$ cat config.mk
export PLATFORM = sky130hd
export DESIGN_NAME = uart_bus_master
export DESIGN_NICKNAME = d
export VERILOG_FILES = /design/src/rtl/uart_bus_master.sv
export SDC_FILE = /design/constraint.sdc
export NUM_CORES = 1
export LEC_CHECK = 0
export BUFFER_PORTS_ARGS = -buffer_cell sky130_fd_sc_hd__buf_4
export CAP_MARGIN = 20
export CORE_MARGIN = 2
export CORE_UTILIZATION = 55
export DETAILED_ROUTE_END_ITERATION = 12
export PLACE_DENSITY_LB_ADDON = 0.08
export SYNTH_ARGS = -nofsm -noshare
export SYNTH_HDL_FRONTEND = slang
export SYNTH_SLANG_ARGS = --single-unit
$ cat constraint.sdc
create_clock -name CLK_100MHz -period 2.4 [get_ports CLK_100MHz]
set_input_delay 0.24 -clock CLK_100MHz [delete_from_list [all_inputs] [get_ports CLK_100MHz]]
set_output_delay 0.24 -clock CLK_100MHz [all_outputs]
set_load 0.01 [all_outputs]
$ cat src/rtl/uart_bus_master.sv
// rtl/uart_bus_master.sv - UART-framed debug bus initiator: W/R command frames drive the memory-mapped bus
module uart_bus_master #(
    parameter int TIMEOUT_CYCLES = 1000000,
    parameter int WR_HOLD        = 32,
    parameter int RD_LAT         = 2
) (
    input  logic        CLK_100MHz,
    input  logic        RESET_N,
    input  logic [7:0]  rx_data,
    input  logic        rx_ready,
    output logic        rx_clear,
    output logic [15:0] tx_data,
    output logic        tx_load,
    input  logic        tx_busy,
    output logic [15:0] address,
    output logic [15:0] dataW,
    output logic        loadM,
    input  logic [15:0] dataR,
    output logic        bus_busy
);

    localparam int TW = $clog2(TIMEOUT_CYCLES + 1);
    localparam int SW = $clog2(WR_HOLD + RD_LAT + 1);
    localparam logic [7:0] CMD_W = 8'h57;
    localparam logic [7:0] CMD_R = 8'h52;

    typedef enum logic [3:0] {
        S_IDLE, S_CMD, S_ADDR_H, S_ADDR_L, S_DATA_H, S_DATA_L,
        S_WRITE, S_READ_WAIT, S_TX_ACK, S_TX_HI, S_TX_LO, S_TX_NAK
    } state_t;

    typedef enum logic [1:0] {P_WAIT_IDLE, P_WAIT_BUSY, P_WAIT_DONE} tx_phase_t;

    state_t          state;
    tx_phase_t       tx_phase;
    logic [1:0]      tx_wait;
    logic [TW-1:0]   tmo_cnt;
    logic [SW-1:0]   step_cnt;
    logic [7:0]      cmd, addr_h, addr_l, data_h;
    logic [15:0]     rd_latch;
    logic            in_frame, take, tmo_hit, tx_last;
    logic [7:0]      tx_byte;

    // rx_clear doubles as the "ignore rx_ready this cycle" flag while UartRX drops its level
    always_comb begin
        in_frame = (state == S_ADDR_H) || (state == S_ADDR_L) ||
                   (state == S_DATA_H) || (state == S_DATA_L);
        take     = (in_frame || state == S_IDLE) && rx_ready && !rx_clear;
        tmo_hit  = in_frame && (tmo_cnt >= TW'(TIMEOUT_CYCLES - 1));
        tx_last  = (state != S_TX_HI);
        case (state)
            S_TX_ACK: tx_byte = 8'h06;
            S_TX_NAK: tx_byte = 8'h15;
            S_TX_HI:  tx_byte = rd_latch[15:8];
            S_TX_LO:  tx_byte = rd_latch[7:0];
            default:  tx_byte = 8'h00;
        endcase
    end

    always_ff @(posedge CLK_100MHz or negedge RESET_N) begin
        if (!RESET_N) begin
            state    <= S_IDLE;
            tx_phase <= P_WAIT_IDLE;
            tx_wait  <= '0;
            tmo_cnt  <= '0;
            step_cnt <= '0;
            cmd      <= '0;
            addr_h   <= '0;
            addr_l   <= '0;
            data_h   <= '0;
            rd_latch <= '0;
            rx_clear <= 1'b0;
            tx_data  <= '0;
            tx_load  <= 1'b0;
            address  <= '0;
            dataW    <= '0;
            loadM    <= 1'b0;
            bus_busy <= 1'b0;
        end else begin
            rx_clear <= 1'b0;
            tx_load  <= 1'b0;
            if (take && !tmo_hit) begin
                rx_clear <= 1'b1;
                tmo_cnt  <= '0;
            end else if (in_frame) begin
                tmo_cnt <= tmo_cnt + TW'(1);
            end

            case (state)
                S_IDLE: if (take) begin
                    cmd      <= rx_data;
                    bus_busy <= 1'b1;
                    state    <= S_CMD;
                end
                S_CMD: begin
                    tx_phase <= P_WAIT_IDLE;
                    state    <= (cmd == CMD_W || cmd == CMD_R) ? S_ADDR_H : S_TX_NAK;
                end
                S_ADDR_H, S_ADDR_L, S_DATA_H, S_DATA_L: begin
                    // Timeout wins over a simultaneous byte; that byte stays in UartRX
                    if (tmo_hit) begin
                        state    <= S_IDLE;
                        bus_busy <= 1'b0;
                    end else if (take) begin
                        step_cnt <= '0;
                        case (state)
                            S_ADDR_H: begin
                                addr_h <= rx_data;
                                state  <= S_ADDR_L;
                            end
                            S_ADDR_L: begin
                                addr_l <= rx_data;
                                if (cmd == CMD_W) begin
                                    state <= S_DATA_H;
                                end else begin
                                    address <= {addr_h, rx_data};
                                    state   <= S_READ_WAIT;
                                end
                            end
                            S_DATA_H: begin
                                data_h <= rx_data;
                                state  <= S_DATA_L;
                            end
                            default: begin
                                address <= {addr_h, addr_l};
                                dataW   <= {data_h, rx_data};
                                loadM   <= 1'b1;
                                state   <= S_WRITE;
                            end
                        endcase
                    end
                end
                S_WRITE: begin
                    if (step_cnt == SW'(WR_HOLD - 1)) begin
                        loadM <= 1'b0;
                        state <= S_TX_ACK;
                    end else begin
                        step_cnt <= step_cnt + SW'(1);
                    end
                end
                S_READ_WAIT: begin
                    if (step_cnt == SW'(RD_LAT - 1)) begin
                        rd_latch <= dataR;
                        state    <= S_TX_HI;
                    end else begin
                        step_cnt <= step_cnt + SW'(1);
                    end
                end
                default: begin
                    // Per byte: idle -> load pulse -> busy rise (up to 4 clks) -> busy fall
                    case (tx_phase)
                        P_WAIT_IDLE: if (!tx_busy) begin
                            tx_load  <= 1'b1;
                            tx_data  <= {8'h00, tx_byte};
                            tx_wait  <= '0;
                            tx_phase <= P_WAIT_BUSY;
                        end
                        P_WAIT_BUSY: begin
                            if (tx_busy || tx_wait == 2'd3) tx_phase <= P_WAIT_DONE;
                            else                             tx_wait  <= tx_wait + 2'd1;
                        end
                        default: if (!tx_busy) begin
                            tx_phase <= P_WAIT_IDLE;
                            if (tx_last) begin
                                state    <= S_IDLE;
                                bus_busy <= 1'b0;
                            end else begin
                                state <= S_TX_LO;
                            end
                        end
                    endcase
                end
            endcase
        end
    end

endmodule
==> out/metrics.yaml <==
outcome:
  status: "finished, final reports clean"
setup_path:
  cp_num_cells: 6
  crit_family: "simple AND/OR/NAND/NOR gates"
  critPathLaunchType: "flip-flop"
  crit_arrival_ps: 2590
  crit_fanout: 8
  cp_cell_sequence: "nor4_1 > o21ai_1 > o21ai_2 > nand2_2 > nor3b_4 > mux2_2"
  r2r_cells: 6
  cp_data_required_time_ps: 2800
  slowest_stage: "nor3b_4"
  max_stage_delay_ps: 500
  path_buf_inv: 0
  path_class: "reg -> reg"
  worstSetupStartpoint: "tmo_cnt[13]"
  rr_startpoint: "tmo_cnt[13]"
  critPathCaptureType: "flip-flop"
cts:
  clkTransAtPathRegs_ps: 60
  ctsResizeCount: 0
  clock_sinks: 126
  htreeDepth: 4
  clk_path_buf_depth: 2
  root_buffer: "clkbuf_8"
  cts-buffers-inserted: 17
  cts_tree: "built"
  insertion_delay_ps: 520
yosys:
  synth_top_area_share_pct: 55.6
  synth_area_sq_mm: 0.00567
  postSynth.asyncResetShare_pct: 100
  yosysSeqAreaShare_pct: 55.6
  synth_edf_count: 0
  synth_cell_types: 52
  yosysMostFrequentCell: "dfrtp_1"
  synth-seq-cells: 126
  yosys_warnings: 0
  synth_area_leaders: "dfrtp_1, mux2_2, nor2_1"
  post-synth-top-area-cell: "dfrtp_1"
  avgSynthCellArea_sq_um: 12.0
  yosys-top-cells-count: "dfrtp_1, mux2_2, nor2_1, nand2_1, a21oi_1"
  ys.flop_type: "dfrtp_1"
  synthCells: 471
global_route:
  grt_usage_pct: 23.4
  grt-ovfl-total: 0
  grt_pass1_vias: 4074
  grt_max_degree: 45
  antenna_found_initial: 0
  grt_pass1_wl_um: 20300
timing:
  rsz0062_at_grt: "no"
  maxSlewViolCount: 0
  clock_skew_ps: 10.2
  fmax_mhz: 455
  slew_headroom_pct: 60.0
  fin_crit_sh_pct: 91.6
  worst_pin_slew_ps: 600
  hold_violations: 0
  period_needed_ps: 2200
  setup_viol: 0
  setup_tns_ps: 0
  timing.final.ws_setup_ps: 202
placed_design:
  placed_cell_area_sq_mm: 0.00647
  place_congestion: 0.852
  place_worst_setup_slack_ps: 204
  dpl.hpwl_um: 8210
  portBuffers: 71
cells_and_area:
  syn_to_final_growth_pct: 28.4
  antenna_cells: 0
  drive_gt1_share_pct: 37.4
  finish.utilization_pct: 71.5
  stdcell_area_sq_mm: 0.00729
  nets: 618
floorplanning:
  die_w_um: 106
  chipHeight_um: 106
  core.rowCount: 37
  coreArea_sq_mm: 0.0102
  initial_core_util_pct: 55.7
  ioPinCount: 80
  die-area_sq_mm: 0.0111
min_path:
  hold_path.class: "in -> reg"
  worstHoldPathCells: 2
  worstHoldStart: "rx_data[0]"
pwr:
  seqPwrFrac_pct: 38.7
  comb_power_share_pct: 31.4
  ir_worst_vdd_v: 0.000738
  sw_frac_of_total_pct: 31.6
  intPower_mw: 5.86
  power.density_mw_per_mm2: 1180
  power_mw: 8.57
  switchingPower_mw: 2.71
  clkPwrFrac_pct: 29.9
  p_leak_nw: 3.41
routing:
  drc: 0
  finalWirelength_um: 12300
  viasPerCell: 5.46
  dr.pass1.iters: 4
  vias: 4015
  detail-route-antenna-nets: 0
  wl_per_cell_um: 16.7
  drtIter0Drc: 211
flow_run:
  drv_cap: 0
## cell families (layout without fill, tap and decap cells)
kind of cell	after synthesis	in the layout	synth area share, %
AND/OR/NAND/NOR	127	127	11.4
flip-flops	126	126	55.6
multiplexers	91	91	18.1
AO/OA/AOI/OAI	65	65	7.65
buffers and inverters	36	157	3.18
XOR/XNOR	21	21	3.24
adder cells (fa/ha/maj)	4	4	0.882
other	1	8	0.0661
## metal layers
layer / track usage [%] / part of all wire [%] / up-vias
met4: 8.36 / 1.2 / 0
li1: - / - / 1886
met5: 0 / 0 / -
met3: 4.95 / 3.4 / 13
met1: 30.4 / 45 / 2016
met2: 38.9 / 51 / 100
## state kept, by name, summed over array words and instances (netlist names)
register	count
tmo_cnt	20
address	16
dataW	16
rd_latch	16
addr_h	8
addr_l	8
cmd	8
data_h	8
tx_data	8
step_cnt	6
state	4
tx_phase	2
tx_wait	2
bus_busy	1
loadM	1
rx_clear	1
tx_load	1
## power groups by stage
| stage | registers, mW | logic (mW) | clock network [mW] |
|---|---|---|---|
| finish | 3.32 | 2.69 | 2.56 |
| global route | 3.42 | 2.91 | 2.69 |
| CTS | 3.31 | 2.67 | 2.59 |
| detailed placement | 3.33 | 2.62 | 0 |
| global placement | 3.30 | 2.55 | 0 |
| floorplan | 3.28 | 1.63 | 0 |
## cell type report
cell class | count | area, sq um
Tap cell | 136 | 170
Clock buffer | 20 | 435
Timing Repair Buffer | 114 | 958
Multi-Input combinational cell | 316 | 2370
Clock inverter | 12 | 160
Fill cell | 726 | 2900
Sequential cell | 126 | 3150
Inverter | 11 | 41.3
## worst paths after layout
| path | endpoint | slack (ps) |
|---|---|---|
| max | data_h[6] | 200 |
| min | cmd[0] | 20 |
| max reg2reg | data_h[6] | 200 |
| min reg2reg | tx_data[1] | 480 |
| max in group asynchronous | rd_latch[9] | 1500 |
| min in group asynchronous | tmo_cnt[11] | 270 |
## through the flow
stage                     instances  hold WS, ps
after detailed placement        681          281
after CTS                       734         1.46
final                           735         18.2
after floorplan                 478        -55.6
after global routing            735         6.72
after global placement          681          278
## timing repair
action | CTS | global route
hold buffers | 21 | 0
endpoints found under the hold margin | 74 | 0
buffers inserted | 0 | 1
endpoints found under the setup margin | 0 | 4
## cells in the final DEF (no fill, tap or decap), types with 11 or more instances in the layout
cell | synthesis | final
inv_1 | 11 | 11
dfrtp_1 | 126 | 126
xor2_1 | 11 | 11
buf_4 | 11 | 89
clkbuf_16 | 0 | 16
nand2_1 | 34 | 34
nor2_1 | 37 | 37
nand3_1 | 13 | 13
mux2_2 | 91 | 91
a21oi_1 | 15 | 15
dlygate4sd3_1 | 0 | 21
o21ai_0 | 13 | 13
Power figures use the tool's default switching activity.
